File: src/rtl/bp_be_pkg.sv
// bp_be_pkg
//   Shared types and constants for the BE calculator.
//   - bp_be_fma_class_e: op class on the shared FMA/imul pipe.
//   - bp_be_fma_max_latency_lp: largest supported pipe latency.
//   - bp_be_fma_cnt_width_lp: width of the in-flight op counter.
//   - bp_be_max(): elaboration-time max helper.
package bp_be_pkg;

  typedef enum logic {
    e_fma_class_imul = 1'b0,
    e_fma_class_fma  = 1'b1
  } bp_be_fma_class_e;

  localparam int bp_be_fma_max_latency_lp = 8;
  localparam int bp_be_fma_cnt_width_lp   = 4;

  function automatic int bp_be_max(input int a, input int b);
    return (a > b) ? a : b;
  endfunction

endpackage

File: src/rtl/bp_be_fma_slot_tracker.sv
// bp_be_fma_slot_tracker
//   Writeback-slot reservation tracker for the shared FMA/imul pipe.
//   Holds one reservation bit and one class tag per future completion
//   cycle. Both vectors shift toward index 0 every cycle, and index 0
//   drives the shared completion bus. Also keeps the in-flight op count.
//
// Parameters
//   imul_latency_p, fma_latency_p : pipe latencies, legal range 2..8
//
// Ports
//   clk_i, reset_i  : clock, synchronous active-high reset
//   flush_i         : drop every reservation at this edge
//   grant_v_i       : an op is issued this cycle
//   grant_sel_i     : class of the issued op
//   imul_free_o     : imul completion slot is free for an issue this cycle
//   fma_free_o      : FMA completion slot is free for an issue this cycle
//   wb_v_o          : completion-bus valid
//   wb_sel_o        : class of the completing op
//   inflight_o      : ops issued and not yet completed or killed
module bp_be_fma_slot_tracker
  import bp_be_pkg::*;
#(
  parameter int imul_latency_p = 4,
  parameter int fma_latency_p  = 5
) (
  input  logic                              clk_i,
  input  logic                              reset_i,
  input  logic                              flush_i,
  input  logic                              grant_v_i,
  input  bp_be_fma_class_e                  grant_sel_i,
  output logic                              imul_free_o,
  output logic                              fma_free_o,
  output logic                              wb_v_o,
  output logic                              wb_sel_o,
  output logic [bp_be_fma_cnt_width_lp-1:0] inflight_o
);

  localparam int lmax_lp = bp_be_max(imul_latency_p, fma_latency_p);

  logic [lmax_lp-1:0]                occ_r, occ_n;
  logic [lmax_lp-1:0]                cls_r, cls_n;
  logic [lmax_lp:0]                  occ_ext;
  logic [bp_be_fma_cnt_width_lp-1:0] cnt_r, cnt_n;

  // A grant this cycle lands at index L-1 after the shift, so the slot
  // to inspect now is index L. The zero bit above the MSB makes the
  // longest-latency class always see a free slot.
  assign occ_ext     = {1'b0, occ_r};
  assign imul_free_o = ~occ_ext[imul_latency_p];
  assign fma_free_o  = ~occ_ext[fma_latency_p];

  assign wb_v_o     = occ_r[0];
  assign wb_sel_o   = cls_r[0];
  assign inflight_o = cnt_r;

  // Shift both vectors and drop the new reservation into place.
  always_comb begin
    occ_n = occ_r >> 1;
    cls_n = cls_r >> 1;
    if (grant_v_i) begin
      if (grant_sel_i == e_fma_class_imul) begin
        occ_n[imul_latency_p-1] = 1'b1;
        cls_n[imul_latency_p-1] = 1'b0;
      end else begin
        occ_n[fma_latency_p-1] = 1'b1;
        cls_n[fma_latency_p-1] = 1'b1;
      end
    end
  end

  // Issue adds one, a completion removes one, both together cancel.
  always_comb begin
    cnt_n = cnt_r;
    case ({grant_v_i, occ_r[0]})
      2'b10:   cnt_n = cnt_r + 1'b1;
      2'b01:   cnt_n = cnt_r - 1'b1;
      default: cnt_n = cnt_r;
    endcase
  end

  // Reset and flush both kill every in-flight completion at the edge.
  always_ff @(posedge clk_i) begin
    if (reset_i | flush_i) begin
      occ_r <= '0;
      cls_r <= '0;
      cnt_r <= '0;
    end else begin
      occ_r <= occ_n;
      cls_r <= cls_n;
      cnt_r <= cnt_n;
    end
  end

  // The reservation vector can never hold more than Lmax ops.
  inflight_bound_a: assert property (
    @(posedge clk_i) disable iff (reset_i) (int'(cnt_r) <= lmax_lp)
  );

endmodule

File: src/rtl/bp_be_fma_issue_sched.sv
// bp_be_fma_issue_sched
//   Issue scheduler for the shared FMA/integer-multiply pipe. Grants at
//   most one op per cycle with round-robin priority between the imul and
//   FMA requesters, and only when the op's completion slot is free so the
//   two classes never collide on the shared completion bus.
//
// Build option
//   BP_BE_FMA_SCHED_PERF_EN : when defined, stall_cnt_o is a 16-bit
//                             saturating count of slot-conflict stall
//                             cycles; otherwise it is tied to zero.
//
// Parameters
//   imul_latency_p, fma_latency_p : pipe latencies, legal range 2..8
//
// Ports
//   clk_i, reset_i      : clock, synchronous active-high reset
//   imul_v_i / fma_v_i  : op pending from each requester
//   imul_ready_o        : imul op granted this cycle (combinational)
//   fma_ready_o         : FMA op granted this cycle (combinational)
//   flush_i             : kill in-flight ops, block issue this cycle
//   issue_v_o           : an op is dispatched this cycle
//   issue_sel_o         : dispatched class, 0 = imul, 1 = fma
//   wb_v_o / wb_sel_o   : completion-bus valid and class
//   inflight_o          : ops issued and not yet completed or killed
//   stall_cnt_o         : slot-conflict stall cycles (see build option)
module bp_be_fma_issue_sched
  import bp_be_pkg::*;
#(
  parameter int imul_latency_p = 4,
  parameter int fma_latency_p  = 5
) (
  input  logic        clk_i,
  input  logic        reset_i,
  input  logic        imul_v_i,
  output logic        imul_ready_o,
  input  logic        fma_v_i,
  output logic        fma_ready_o,
  input  logic        flush_i,
  output logic        issue_v_o,
  output logic        issue_sel_o,
  output logic        wb_v_o,
  output logic        wb_sel_o,
  output logic [3:0]  inflight_o,
  output logic [15:0] stall_cnt_o
);

  bp_be_fma_class_e rr_r;
  bp_be_fma_class_e grant_sel;
  logic imul_free, fma_free;
  logic imul_elig, fma_elig;
  logic imul_grant, fma_grant;

  bp_be_fma_slot_tracker #(
    .imul_latency_p(imul_latency_p),
    .fma_latency_p (fma_latency_p)
  ) slot_tracker (
    .clk_i      (clk_i),
    .reset_i    (reset_i),
    .flush_i    (flush_i),
    .grant_v_i  (issue_v_o),
    .grant_sel_i(grant_sel),
    .imul_free_o(imul_free),
    .fma_free_o (fma_free),
    .wb_v_o     (wb_v_o),
    .wb_sel_o   (wb_sel_o),
    .inflight_o (inflight_o)
  );

  // Nothing issues during a flush or while reset is held.
  assign imul_elig = imul_v_i & imul_free & ~flush_i & ~reset_i;
  assign fma_elig  = fma_v_i  & fma_free  & ~flush_i & ~reset_i;

  // On a tie the class that did not win last time gets the grant.
  assign imul_grant = imul_elig & (~fma_elig  | (rr_r == e_fma_class_fma));
  assign fma_grant  = fma_elig  & (~imul_elig | (rr_r == e_fma_class_imul));
  assign grant_sel  = fma_grant ? e_fma_class_fma : e_fma_class_imul;

  assign imul_ready_o = imul_grant;
  assign fma_ready_o  = fma_grant;
  assign issue_v_o    = imul_grant | fma_grant;
  assign issue_sel_o  = grant_sel;

  // Reset points rr at fma so imul wins the first tie; idle and flush
  // cycles leave it alone.
  always_ff @(posedge clk_i) begin
    if (reset_i) begin
      rr_r <= e_fma_class_fma;
    end else if (issue_v_o) begin
      rr_r <= grant_sel;
    end
  end

`ifdef BP_BE_FMA_SCHED_PERF_EN
  logic [15:0] stall_cnt_r;
  logic        stall_cycle;

  // A stall is a pending op held back only by a taken completion slot.
  assign stall_cycle = ((imul_v_i & ~imul_free) | (fma_v_i & ~fma_free)) & ~flush_i;

  always_ff @(posedge clk_i) begin
    if (reset_i) begin
      stall_cnt_r <= '0;
    end else if (stall_cycle && (stall_cnt_r != 16'hFFFF)) begin
      stall_cnt_r <= stall_cnt_r + 16'd1;
    end
  end

  assign stall_cnt_o = stall_cnt_r;
`else
  assign stall_cnt_o = '0;
`endif

endmodule

File: config.mk
export PLATFORM = sky130hd
export DESIGN_NAME = bp_be_fma_issue_sched
export DESIGN_NICKNAME = d
export VERILOG_FILES = /design/src/rtl/bp_be_pkg.sv /design/src/rtl/bp_be_fma_slot_tracker.sv /design/src/rtl/bp_be_fma_issue_sched.sv
export SDC_FILE = /design/constraint.sdc
export NUM_CORES = 1
export LEC_CHECK = 0
export ABC_AREA = 1
export BUFFER_PORTS_ARGS = -buffer_cell sky130_fd_sc_hd__buf_2
export CAP_MARGIN = 25
export CORE_MARGIN = 2
export CORE_UTILIZATION = 49
export CTS_CLUSTER_DIAMETER = 60
export CTS_CLUSTER_SIZE = 12
export DETAILED_ROUTE_END_ITERATION = 7
export PLACE_DENSITY = 0.81
export SYNTH_ARGS = -nofsm -noshare
export SYNTH_HDL_FRONTEND = slang
export SYNTH_SLANG_ARGS = --single-unit
File: constraint.sdc
create_clock -name clk_i -period 3.5 [get_ports clk_i]
set_input_delay 0.35 -clock clk_i [delete_from_list [all_inputs] [get_ports clk_i]]
set_output_delay 0.35 -clock clk_i [all_outputs]
set_load 0.02 [all_outputs]
Word-level counts from Yosys, hierarchy flattened
Cells that the tools add are included.
{ "word_totals": {"regBits": 14, "input_bits": 5, "output_inout_bits": 26, "wordCells": 36} }
{ "classes": {"addsub": 2, "n_eq_ne": 2, "mux": 7, "bitwise_logic": 18, "reduce_logical": 2} }
{ "ops": {"columns": ["operator", "n"], "rows": [
  ["4-bit one-hot mux with 2 select lines", 1],
  ["1-bit AND", 7],
  ["1-bit NOT", 7],
  ["1-bit 2-to-1 mux", 6],
  ["4-bit by 1-bit adder with 4-bit output, second input constant", 1],
  ["1-bit OR", 4],
  ["4-bit by 1-bit subtractor with 4-bit output, second input constant", 1],
  ["2-bit by 1-bit equality test with 1-bit output, second input constant", 1],
  ["2-bit equality test, second input constant", 1],
  ["2-bit nonzero test", 1],
  ["2-bit OR reduction", 1]
]} }

Longest topological paths before layout
{ "depth": {"ltp_word": 10, "depth_mapped": 16} }

Hierarchy
Synthesis repeated with hierarchy kept, for this count alone.
{ "hier_totals": {"cells_unflattened": 109, "hier_area_um2": 790.8} }
{ "by_module_without_submodules": {"columns": ["module", "n_inst", "cells_each", "area_per_inst_um2", "seq_area_each_um2"], "rows": [
  ["bp_be_fma_slot_tracker", 1, 72, 560.5, 260.2],
  ["bp_be_fma_issue_sched", 1, 37, 230.2, 20.0]
]} }

Worst setup path after synthesis
Ideal clock, no wire load.
{ "synth_path": {"path_type": "input -> register", "from": "input port flush_i", "to": "register slot_tracker.cnt_r[2], in the netlist slot_tracker.inflight_o[2]", "t_arrival_ns": 1.933, "required_time_ns": 3.385, "path_slack_ns": 1.451, "cell_stages": 12, "path_buffers": 0, "path_cell_list": "nor2_1 nand2_1 a21oi_2 nor2_2 ha_1 nor2_2 nor2_4 ha_1 a21oi_1 xnor2_1 o21ai_0 inv_1"} }
{ "synth_between": {"elab_chain_cells": 9, "elab_cells_between_ends": 17, "classes_between": "2 x eq/ne; 1 x mux; 13 x bitwise; 1 x reduce/logical"} }
{ "synth_rtl": {"columns": ["element", "line_no", "rtl"], "rows": [
  ["start: declaration", "bp_be_fma_issue_sched.sv:38", "input logic flush_i,"],
  ["1-bit NOT *", "bp_be_fma_issue_sched.sv:70, bp_be_fma_issue_sched.sv:71", null],
  ["1-bit AND (2 in series)", "bp_be_fma_issue_sched.sv:70", "assign imul_elig = imul_v_i & imul_free & ~flush_i & ~reset_i;"],
  ["1-bit NOT", "bp_be_fma_issue_sched.sv:75", "assign fma_grant = fma_elig & (~imul_elig | (rr_r == e_fma_class_imul));"],
  ["1-bit OR", "bp_be_fma_issue_sched.sv:75", null],
  ["1-bit AND *", "bp_be_fma_issue_sched.sv:75", null],
  ["via fma_ready_o", "bp_be_fma_issue_sched.sv:37", "output logic fma_ready_o,"],
  ["1-bit OR *", "bp_be_fma_issue_sched.sv:80", "assign issue_v_o = imul_grant | fma_grant;"],
  ["2-bit by 1-bit equality test with 1-bit output or 2-bit equality test (tied branches)", "bp_be_fma_slot_tracker.sv:74", "case ({grant_v_i, occ_r[0]})"],
  ["4-bit one-hot mux with 2 select lines or 2-bit nonzero test (tied branches)", null, null],
  ["end signal: assignment", "bp_be_fma_slot_tracker.sv:90", "cnt_r <= cnt_n;"],
  ["end: declaration", "bp_be_fma_slot_tracker.sv:43", "logic [bp_be_fma_cnt_width_lp-1:0] cnt_r, cnt_n;"]
]} }
The timed path passes the listed nets; every way through them passes the cells marked *.
A chain may end at the register's enable or synchronous reset.

Final worst setup path
{ "layout_path": {"from": "register slot_tracker.occ_r[4]", "to": "register slot_tracker.cnt_r[2], in the netlist slot_tracker.inflight_o[2]"} }
{ "layout_between": {"elab_chain_cells": 10, "elab_cells_between_ends": 13, "classes_between": "2 x eq/ne; 1 x mux; 9 x bitwise; 1 x reduce/logical"} }
{ "layout_rtl": {"columns": ["element", "line_no", "rtl"], "rows": [
  ["start: declaration", "bp_be_fma_slot_tracker.sv:40", "logic [lmax_lp-1:0] occ_r, occ_n;"],
  ["start signal: assignment", "bp_be_fma_slot_tracker.sv:88", "occ_r <= occ_n;"],
  ["1-bit NOT *", "bp_be_fma_slot_tracker.sv:49", "assign imul_free_o = ~occ_ext[imul_latency_p];"],
  ["1-bit AND * (3 in series)", "bp_be_fma_issue_sched.sv:70", null],
  ["1-bit NOT", "bp_be_fma_issue_sched.sv:75", null],
  ["1-bit OR", "bp_be_fma_issue_sched.sv:75", null],
  ["1-bit AND", "bp_be_fma_issue_sched.sv:75", null],
  ["1-bit OR *", "bp_be_fma_issue_sched.sv:80", null],
  ["2-bit by 1-bit equality test with 1-bit output or 2-bit equality test (tied branches)", "bp_be_fma_slot_tracker.sv:74", null],
  ["4-bit one-hot mux with 2 select lines or 2-bit nonzero test (tied branches)", null, null]
]} }
Mark *: on every way between the ends. The rest lies on a longest branch, timed or not.

==> flow_metrics.env <==
export IMPL_gr_usage_all_layers_pct=14.4
export IMPL_grt_pass1_vias=440
export IMPL_cts_made_buffers=3
export IMPL_vias=556
export IMPL_required_ns=3.69
export IMPL_dpl_hpwl_um=915
export IMPL_setup_violations=0
export IMPL_swShare_pct=28.0
export IMPL_io_pins=31
export IMPL_rows=14
export IMPL_firstDrtPassIters=3
export IMPL_fin_crit_sh_pct=58.0
export IMPL_clock_path_buffers=2
export IMPL_cts_clk_slew_worst_paths_ns=0.08
export IMPL_rsz0062_at_grt="false"
export IMPL_cts_hold_buf=0
export IMPL_critPathMaxFanout=4
export IMPL_htreeDepth=1
export IMPL_post_drt_via_cell_ratio=4.31
export IMPL_cts_root_buffer="clkbuf_4"
export IMPL_clock_latency_ns=0.29
export IMPL_drc_errors=0
export IMPL_grt_max_degree=15
export IMPL_io_buffers=14
export IMPL_end_kind="register"
export IMPL_fp_dieW_um=43.2
export IMPL_post_route_min_period_ns=2.03
export IMPL_finalSetupTns_ns=0
export IMPL_timing_rr_start="slot_tracker.occ_r[4]"
export IMPL_cpPeakStageDelay_ns=0.30
export IMPL_wl_per_cell_um=9.14
export IMPL_cp_arrival_ns=2.22
export IMPL_status="finished clean"
export IMPL_synthCells=98
export IMPL_cts_num_sinks=14
export IMPL_comb_power_share_pct=13.7
export IMPL_critPathSlowestCell="dfxtp_1"
export IMPL_postCtsSetupRepairBufs=0
export IMPL_start_kind="register"
export IMPL_clock_skew_ns=0.00302
export IMPL_post_cts_resized=0
export IMPL_cts_tree="done"
export IMPL_fmax_mhz=493
export IMPL_yosysUniqueCellTypes=19
export IMPL_num_antenna_cells=0
export IMPL_core_um2=1470
export IMPL_final_antenna_net_count=0
export IMPL_place_ws_ns=1.20
export IMPL_layout_nets=122
export IMPL_cp_startpoint="slot_tracker.occ_r[4]"
export IMPL_layout_commonest_cell="conb_1"
export IMPL_crit_chain="inv_1, nand2_1, nor2_4, a21oi_2, nor2_2, ha_1, nand2_1, inv_2, nor2_4, ha_1, a21oi_1, xnor2_1, o21ai_0, inv_1"
export IMPL_maxCapViolCount=0
export IMPL_grt_first_pass_wirelength_mm=1.87
export IMPL_area_delta_synth_final_pct=6.63
export IMPL_final_max_slew_viol_count=0
export IMPL_die_area_um2=1870
export IMPL_hold_path_startpoint="reset_i"
export IMPL_p_sw_uw=92.2
export IMPL_syn_area_um2=754
export IMPL_seq_area_frac_synth_pct=37.1
export IMPL_p_int_uw=237
export IMPL_fin_ws_ns=1.47
export IMPL_gp_congestion=0.738
export IMPL_power_leakage_uw=0.000424
export IMPL_die_h_um=43.2
export IMPL_overflow=0
export IMPL_powerDensity_nw_per_um2=409
export IMPL_layout_common_cells="conb_1, inv_1, buf_2, dfxtp_1"
export IMPL_syn_avg_cell_area_um2=7.70
export IMPL_multiInputGateArea_um2=330
export IMPL_path_class="register to register"
export IMPL_p_clk_share_pct=35.9
export IMPL_final_hold_viol_count=0
export IMPL_drive_gt1_share_pct=25.7
export IMPL_antenna_found_initial=0
export IMPL_ir_drop_v=0.000237
export IMPL_synth_ff_latch_count=14
export IMPL_fillers=156
export IMPL_initial_core_util_pct=51.3
export IMPL_seq_area_um2=280
export IMPL_routed_wl_mm=1.18
export IMPL_synth_warnings=0
export IMPL_seqPwrFrac_pct=50.4
export IMPL_drt_iter0_drc=2
export IMPL_hold_path_class="input pin to register"
path summary, 6_finish.rpt:
path	end	slack [ns]	cells past startpoint
hold reg to reg	slot_tracker.cls_r[2]	0.41	2
setup reg to reg	slot_tracker.inflight_o[2]	1.47	14
setup / recovery	slot_tracker.inflight_o[2]	1.47	14
hold / removal	rr_r	0.26	3
worst max-delay path: cells and delay by family (launching register included):
kind	cells	cell delay, ns
AND/OR/NAND/NOR	5	0.52
XOR/XNOR	1	0.09
adder cells (fa/ha/maj)	2	0.41
AO/OA/AOI/OAI	3	0.40
buffers and inverters	3	0.22
flip-flops	1	0.30
cell type report:
cell class                 instances  area share (%)
tap                               16            2.49
sequential                        14            34.8
timing repair buffer              14            8.71
multi-input combinational         63            41.1
clock buffer                       4            4.51
inverter                          18            8.40
flip-flops by register name, summed over array words and instances (netlist names):
name / cells
slot_tracker.occ_r: 5
slot_tracker.cls_r: 4
slot_tracker.inflight_o: 4
rr_r: 1
synth_stat cells, drive strengths merged:
master	number	area share, %
nor2	16	11
o21ai	5	4.3
xnor2	2	2.3
ha	3	5.0
inv	18	9.0
dfxtp	14	37
a21oi	5	3.8
buf	18	18
conb	1	0.50
nand3	3	2.7
xor2	1	1.2
nand2	12	6.0
per-layer routing:
layer | global-route usage [%] | routed length [um]
met4 | 10.9 | 35
met5 | 0 | 0
met3 | 5.11 | 89
met2 | 23.6 | 570
met1 | 14.7 | 484
power by group through the flow:
stage	registers [uW]	logic, uW	clock network [uW]
floorplan	171	49.4	0
CTS	166	45.3	121
global route	166	49.8	128
finish	166	45.2	118
detailed placement	170	45.3	0
global placement	169	44.5	0
metrics by stage:
stage	power [uW]	hold slack [ns]	cells	cell area, um2	util, %
after floorplan	220	0.394	113	811	-
after global placement	214	0.397	125	768	52.2
after detailed placement	215	0.400	125	768	52.2
after CTS	333	0.248	129	805	54.7
after global routing	344	0.268	129	805	54.7
final	329	0.255	129	805	54.7
kinds of logic after synthesis:
logic type / synth area share (%)
adder cells (fa/ha/maj): 4.98
AO/OA/AOI/OAI: 8.13
other: 0.497
flip-flops: 37.1
XOR/XNOR: 3.48
buffers and inverters: 26.5
AND/OR/NAND/NOR: 19.2
No activity file was read; power rests on OpenSTA's default activity.
